## src/rtl/bin2bcd_stream_pkg.sv

```systemverilog
// Shared types and helpers for the streaming binary-to-BCD converter.
// Holds the FSM state encoding, the digit add-3 step and a digit-count helper.
package bin2bcd_stream_pkg;

    typedef enum logic [1:0] {
        IDLE = 2'd0,
        CONV = 2'd1,
        DONE = 2'd2
    } state_t;

    function automatic logic [3:0] bcd_adj3(input logic [3:0] digit);
        return (digit >= 4'd5) ? digit + 4'd3 : digit;
    endfunction

    // Decimal digits of 2^bin_w - 1, i.e. ceil(bin_w * log10(2)) for bin_w >= 1.
    function automatic int dec_digits_min(input int bin_w);
        return (bin_w * 30103 + 99999) / 100000;
    endfunction

endpackage

```

## src/rtl/bin2bcd_stream_dig.sv

```systemverilog
// One BCD digit of the shift-and-add-3 chain: adjust, shift left, pass the
// adjusted MSB up to the next digit.
module bcd_shift_dig
    import bin2bcd_stream_pkg::*;
(
    input  logic       clk,
    input  logic       rst_n,
    input  logic       clear,
    input  logic       shift,
    input  logic       shift_in,
    output logic [3:0] digit,
    output logic       carry_out
);

    logic [3:0] adj;

    assign adj       = bcd_adj3(digit);
    assign carry_out = adj[3];

    always_ff @(posedge clk) begin
        if (!rst_n) begin
            digit <= 4'd0;
        end else if (clear) begin
            digit <= 4'd0;
        end else if (shift) begin
            digit <= {adj[2:0], shift_in};
        end
    end

endmodule

```

## src/rtl/bin2bcd_stream.sv

```systemverilog
// Streaming binary-to-BCD converter: one BIN_W-cycle shift-and-add-3 pass per
// transaction, signed input support, sticky overflow and significant-digit count.
//
// state | meaning
// IDLE  | ready for a new value (in_ready=1)
// CONV  | BIN_W shift-and-add-3 steps in progress
// DONE  | result presented, held until out_ready
module bin2bcd_stream
    import bin2bcd_stream_pkg::*;
#(
    parameter int BIN_W     = 32,
    parameter int DEC_W     = 10,
    parameter int SIGNED_EN = 1
) (
    input  logic                         clk,
    input  logic                         rst_n,
    input  logic [BIN_W-1:0]             in_data,
    input  logic                         in_signed,
    input  logic                         in_valid,
    output logic                         in_ready,
    output logic [DEC_W-1:0][3:0]        out_bcd,
    output logic                         out_neg,
    output logic                         out_ovf,
    output logic [$clog2(DEC_W+1)-1:0]   out_digits,
    output logic                         out_valid,
    input  logic                         out_ready
);

    localparam int   CNT_W    = $clog2(BIN_W);
    localparam int   DIG_W    = $clog2(DEC_W+1);
    localparam logic SIGNED_B = (SIGNED_EN != 0);

    state_t             state;
    state_t             state_nxt;
    logic [CNT_W-1:0]   cnt;
    logic [BIN_W-1:0]   mag;
    logic [BIN_W-1:0]   mag_in;
    logic               neg;
    logic               neg_raw;
    logic               neg_in;
    logic               ovf;
    logic               accept;
    logic               shift;
    logic [DEC_W:0]     carry;

    assign neg_raw = in_signed & SIGNED_B & in_data[BIN_W-1];
    assign mag_in  = neg_raw ? (~in_data + BIN_W'(1)) : in_data;
    // A zero magnitude is never reported as negative.
    assign neg_in  = neg_raw & (|mag_in);

    assign accept  = in_valid & in_ready;
    assign shift   = (state == CONV);

    always_comb begin
        state_nxt = state;
        in_ready  = 1'b0;
        out_valid = 1'b0;
        case (state)
            IDLE: begin
                in_ready = rst_n;
                if (in_valid && rst_n) begin
                    state_nxt = CONV;
                end
            end
            CONV: begin
                if (cnt == '0) begin
                    state_nxt = DONE;
                end
            end
            DONE: begin
                out_valid = 1'b1;
                if (out_ready) begin
                    state_nxt = IDLE;
                end
            end
            default: state_nxt = IDLE;
        endcase
    end

    always_ff @(posedge clk) begin
        if (!rst_n) begin
            state <= IDLE;
        end else begin
            state <= state_nxt;
        end
    end

    always_ff @(posedge clk) begin
        if (!rst_n) begin
            cnt <= '0;
            mag <= '0;
            neg <= 1'b0;
            ovf <= 1'b0;
        end else if (accept) begin
            cnt <= CNT_W'(BIN_W-1);
            mag <= mag_in;
            neg <= neg_in;
            ovf <= 1'b0;
        end else if (shift) begin
            cnt <= cnt - CNT_W'(1);
            mag <= {mag[BIN_W-2:0], 1'b0};
            if (carry[DEC_W]) begin
                ovf <= 1'b1;
            end
        end
    end

    assign carry[0] = mag[BIN_W-1];

    // The carry out of the top digit is dropped, so the digits hold magnitude mod 10^DEC_W.
    for (genvar i = 0; i < DEC_W; i++) begin : g_dig
        bcd_shift_dig u_dig (
            .clk       (clk),
            .rst_n     (rst_n),
            .clear     (accept),
            .shift     (shift),
            .shift_in  (carry[i]),
            .digit     (out_bcd[i]),
            .carry_out (carry[i+1])
        );
    end

    assign out_neg = neg;
    assign out_ovf = ovf;

    always_comb begin
        out_digits = DIG_W'(1);
        for (int i = 0; i < DEC_W; i++) begin
            if (out_bcd[i] != 4'd0) begin
                out_digits = DIG_W'(i + 1);
            end
        end
    end

endmodule

```

## config.mk

```make
export PLATFORM = sky130hd
export DESIGN_NAME = bin2bcd_stream
export DESIGN_NICKNAME = d
export VERILOG_FILES = /design/src/rtl/bin2bcd_stream_pkg.sv /design/src/rtl/bin2bcd_stream_dig.sv /design/src/rtl/bin2bcd_stream.sv
export SDC_FILE = /design/constraint.sdc
export NUM_CORES = 1
export LEC_CHECK = 0
export BUFFER_PORTS_ARGS = -buffer_cell sky130_fd_sc_hd__clkbuf_2
export CORE_MARGIN = 2
export CORE_UTILIZATION = 35
export DETAILED_ROUTE_END_ITERATION = 8
export HOLD_SLACK_MARGIN = 0.02
export SLEW_MARGIN = 15
export SYNTH_ARGS = -nofsm -noshare
export SYNTH_HDL_FRONTEND = slang
export SYNTH_SLANG_ARGS = --single-unit
```

## constraint.sdc

```tcl
create_clock -name clk -period 6.6 [get_ports clk]
set_input_delay 0.99 -clock clk [delete_from_list [all_inputs] [get_ports clk]]
set_output_delay 0.99 -clock clk [all_outputs]
set_load 0.1 [all_outputs]
```

==> results of run 1 <==
[synthesized netlist by cell type, drive strengths merged, types with 4 or more instances]
cell / count / area (um2)
o211a: 13 / 130
or4: 5 / 37.5
nor3: 19 / 95.1
inv: 30 / 113
o21ai: 39 / 195
a211oi: 5 / 37.5
and2: 4 / 25.0
a21oi: 60 / 300
nand3: 45 / 225
nor3b: 10 / 80.1
nor4: 7 / 73.8
xnor2: 30 / 263
clkbuf: 31 / 116
nand2: 158 / 593
a31oi: 18 / 113
ha: 24 / 300
and3: 18 / 113
a21boi: 7 / 52.6
dfxtp: 81 / 1620
nand2b: 13 / 81.3
buf: 16 / 72.6
xor2: 16 / 140
nor2: 44 / 165
[worst paths after layout]
kind                        endpoint     start  slack, ns
max reg2reg                  mag[13]  state[0]       4.41
max                         in_ready     rst_n       3.17
min          g_dig[0].u_dig.digit[0]   mag[31]       0.45
min reg2reg  g_dig[0].u_dig.digit[0]   mag[31]       0.45
[metal layers]
metal	vias to the layer above	track usage (%)	share of wire, %
met3	8	2.11	3.9
met4	0	4.59	0.91
li1	2632	-	-
met5	-	0	0
met1	2305	23.7	52
met2	130	25.1	44
[flip-flops by register name, indices dropped and copies added, names as in the netlist]
name,cells
out_ovf,1
mag,32
g_dig.u_dig.digit,40
state,2
cnt,5
out_neg,1
[per-stage QoR]
stage | hold WS [ns] | util, % | setup WS (ns) | total power [uW]
after floorplan | 0.432 | - | 1.63 | 731
after global placement | 0.445 | 39.4 | 3.07 | 794
after detailed placement | 0.445 | 39.4 | 3.05 | 794
after CTS | 0.456 | 41.6 | 3.15 | 1320
after global routing | 0.498 | 41.6 | 2.97 | 1370
final | 0.450 | 41.6 | 3.17 | 1300
[area by class of cell]
| class | count | area [um2] |
|---|---|---|
| Multi-Input combinational cell | 573 | 3360 |
| Clock inverter | 5 | 62.6 |
| Sequential cell | 81 | 1620 |
| Tap cell | 184 | 230 |
| Timing Repair Buffer | 88 | 450 |
| Fill cell | 1531 | 8560 |
| Clock buffer | 11 | 253 |
| Inverter | 30 | 113 |
[critical path, cell delays in order]
cell and delay, ns:
clkbuf_2 0.56, nor3b_1 0.37, clkbuf_2 0.52
[power by group]
group          total, uW  switching, uW  internal, uW
Combinational        250            172          78.2
Sequential           533           17.0           516
Clock                521            205           316
[cells by family (layout without fill, tap and decap cells)]
| group | Yosys count | after routing | synth area share, % |
|---|---|---|---|
| adder cells (fa/ha/maj) | 24 | 24 | 5.70 |
| AND/OR/NAND/NOR | 334 | 334 | 29.9 |
| XOR/XNOR | 46 | 46 | 7.64 |
| AO/OA/AOI/OAI | 165 | 165 | 19.5 |
| flip-flops | 81 | 81 | 30.8 |
| buffers and inverters | 77 | 134 | 5.72 |
| multiplexers | 4 | 4 | 0.807 |
==> metrics, run 1 <==
# resized after CTS=0; post-route insts no fill=972; final setup fails=0; clk sink count=81; outcome=completed; Syn Nets=792; CORE AREA=14600 um2; Hold WC Path Type=reg2reg; Site Rows=44; post-DP HPWL=9040 um; RSZ-0062 raised after global routing=false; synth unique cells=56; Crit Path Class=in2out; most frequent cells in the layout=nand2_1, clkbuf_2, dfxtp_1; Post-CTS Setup Repair Bufs=0; CTS Hold Bufs=0; CTS root buf=clkbuf_16; sequential area share after synthesis=30.8%; Area Growth Syn to Fin=15.5%; worst reg2reg path depth=4; synth warn=0; most common cell after layout, fill and taps aside=nand2_1; Skew-Pair Late Insertion Delay=0.33 ns; Top Ports=85; number of diodes=0; top_reg_cell synth=dfxtp_1; relative slew slack=38.8%; Max Freq=292 MHz; Layout Skew=0.00439 ns; Slew @ Worst Pin=0.916 ns; fin crit period=3.43 ns; Req. time, crit path=5.61 ns; Final Max Tran Viols=0; DIE HEIGHT=127 um; area of the mapped netlist=5270 um2; Initial Util=36.0%; DIE AREA=16100 um2; remaining antenna violation count after routing=0; DR WL/cell=13.5 um; FF+latch count, synth=81; design area=6090 um2; via count=5075; initial antenna violation count=0; routed vias/inst=5.22; Post-Syn Area per Cell=7.21 um2; grt ovf=0; Residual DRC=0; crit path DAT=2.44 ns; Clock H-tree levels=3; Lkg Pwr=0.00254 uW; 1st-pass router iterations=5; CTS Buffer Depth=2; Global Route Usage Sum=16.2%; PortBufs=84; Cell Area, Placed=5770 um2; Final GP Congestion=0.858; Final nets=844; EDFF count, synth=0; CTS Buf Count=9; die width=127 um; synthesized instance count=731; share of layout cells above drive strength 1=14.0%; Max rail drop VDD=0.138 mV; final-report hold violation count=0; Routed Wire Length=13100 um; setup_tns=0 ns; Worst setup SP type=primary input; Post-synth ARST share=0%; CP max FO=42; Reg clk slew, reported paths=0.06 ns; largest net degree at the start of global routing=75; first-pass GRT wire length=21800 um; CTS tree=built; hold path cells=2; P per Cell Area=214 nW/um2; maxcap violations=0; vias in the first global route=4491; DRT iter0 DRCs=369; placed instance count=956; Final period util=51.9%; Worst Setup End Kind=output pin
Note: power is estimated with default switching activity, not from simulation.
==> run 2, diff against run 1 <==
==> constraint.sdc (replaced) <==
create_clock -name clk -period 3.6 [get_ports clk]
set_input_delay 0.54 -clock clk [delete_from_list [all_inputs] [get_ports clk]]
set_output_delay 0.54 -clock clk [all_outputs]
set_load 0.1 [all_outputs]
==> run 2 against run 1 <==
Net effect: sequential share of layout area is 0.20 points lower; worst setup slack got worse by 2.4 ns; combinational power grew 88%; non-clock buffer count increased by 4; first-iteration DRC count shrank 6.8%; total power increased by 82%; core utilization grew 0.31 points; clock power up 77%; cell count increased by 0.31%; count of clock-buffer cells in the layout up 1; critical endpoint is now out_digits[0]; largest power group unchanged.
==> metrics, run 2 (synthesis results as in run 1) <==
outcome=completed; most common cell after layout, fill and taps aside=nand2_1; Worst setup SP type=flop; Multi-input gate area=3370 um2 (+0.26%); Largest delay share family, worst path=buffers and inverters; Top Ports=85 (unchanged); Routed Wire Length=13300 um (+1.8%); relative slew slack=45.9% (+7.1 points); Site Rows=44 (unchanged); post-route insts no fill=975 (+0.31%); P per Cell Area=386 nW/um2 (+80%); CTS Hold Bufs=0 (unchanged); Initial Util=36.0% (unchanged); initial antenna violation count=0 (unchanged); Crit Path Class=reg2out; CTS Buffer Depth=2 (unchanged); Largest regs=g_dig.u_dig.digit: 40 flops, mag: 32 flops, cnt: 5 flops; Hold WC Path Type=reg2reg; Area Growth Syn to Fin=16.4%; Final GP Congestion=0.912 (+6.3%); number of diodes=0 (unchanged); CORE AREA=14600 um2 (unchanged); DIE AREA=16100 um2 (unchanged); Layout Skew=0.00357 ns (-0.000826 ns); Residual DRC=0 (unchanged); Final period util=79.5%; Skew-Pair Late Insertion Delay=0.34 ns (about the same); largest net degree at the start of global routing=42 (-44%); share of layout cells above drive strength 1=14.4% (+0.45 points); placed instance count=960 (+0.42%); first-pass GRT wire length=22900 um (+4.8%); Max rail drop VDD=0.222 mV (+61%); Post-CTS Setup Repair Bufs=0 (unchanged); filler instances=1523 (-0.52%); crit path DAT=2.32 ns (-0.12 ns); Final Max Tran Viols=0 (unchanged); fin crit period=2.86 ns; RSZ-0062 raised after global routing=false; Worst path max stage delay=0.47 ns (-0.09 ns); Biggest register=g_dig.u_dig.digit; grt ovf=0 (unchanged); post-DP HPWL=9220 um (+2.1%); die width=127 um (unchanged); setup_tns=0 ns (unchanged); maxcap violations=0 (unchanged); DIE HEIGHT=127 um (unchanged); WHS=0.463 ns (+0.0130 ns); final setup fails=0 (unchanged); Buf/Inv on CP=2 (unchanged); vias in the first global route=4672 (+4.0%); Slew @ Worst Pin=0.811 ns (-0.104 ns); # resized after CTS=0 (unchanged); Lkg Pwr=0.00258 uW (+1.4%); DR WL/cell=13.7 um (+1.4%); crit-path cells=inv_1 > ha_1 > nor3b_1 > nand3b_1 > a31oi_1 > nor2_1 > o21ai_0 > a21boi_1 > clkbuf_2; Worst Setup End Kind=output pin; remaining antenna violation count after routing=0 (unchanged); slowest cell on the critical path=clkbuf_2; via count=5148 (+1.4%); clk sink count=81 (unchanged); PortBufs=84 (unchanged); Global Route Usage Sum=17.1% (+0.90 points); routed vias/inst=5.28 (+1.1%); CP max FO=6 (-86%); FF/Latch Area=1620 um2 (unchanged); Max Freq=349 MHz; CTS Buf Count=9 (unchanged); 1st-pass router iterations=5 (unchanged); CTS tree=built; max reg flops=40 (unchanged); Req. time, crit path=3.06 ns (-2.55 ns); most frequent cells in the layout=nand2_1, clkbuf_2, dfxtp_1; Clock H-tree levels=3 (unchanged); DRT iter0 DRCs=344 (-6.8%); Reg clk slew, reported paths=0.06 ns (about the same); CTS root buf=clkbuf_16; Final nets=848 (+0.47%); final-report hold violation count=0 (unchanged)
[run 2: cell count changes in the layout (fill, tap and decap cells not counted), sizes merged]
cell,delta
clkinv,+1
clkinvlp,-2
inv,-1
buf,+4
clkbuf,+1
[run 2: metrics by stage]
step	cell area, um2	setup WS, ns	utilization (%)	total power (uW)
after CTS	6130	0.694	41.9	2400
after global placement	5840	0.642	39.9	1470
after detailed placement	5840	0.579	39.9	1470
after global routing	6130	0.493	41.9	2500
after floorplan	5280	-0.331	-	1340
final	6130	0.737	41.9	2370
[run 2: power breakdown]
part	internal [uW]	switching, uW
Combinational	152	317
Sequential	946	31.9
Clock	569	355
Total	1670	703
[run 2: layer usage]
layer	wire length, um	share of wire, %	up-vias	global-route usage, %
met5	0	0	-	0
met4	171	1.3	0	4.20
met3	812	6.1	14	4.13
met2	5780	43	154	27.1
met1	6570	49	2345	23.6
li1	-	-	2635	-
[run 2: path summary, 6_finish.rpt]
kind	slack [ns]	from	endpoint	cells past startpoint
min reg2reg	0.46	mag[31]	g_dig[0].u_dig.digit[0]	2
min	0.46	mag[31]	g_dig[0].u_dig.digit[0]	2
max reg2reg	1.69	state[0]	g_dig[6].u_dig.digit[0]	5
max	0.74	g_dig[1].u_dig.digit[0]	out_digits[0]	9
[run 2: cell type report]
| class | instances | area share (%) |
|---|---|---|
| clock buffers | 12 | 4.18 |
| multi-input cells | 573 | 54.9 |
| repair buffers | 92 | 8.24 |
| inverters | 30 | 1.84 |
| clock inverters | 3 | 0.653 |
| well taps | 184 | 3.75 |
| flip-flops and latches | 81 | 26.4 |
[run 2: tightest hold or removal path: cells and delay by family (launching register included)]
family	cells	cell delay, ns
and+or+nand+nor	1	0.06
AOI/OAI and AO/OA	1	0.05
DFF	1	0.31
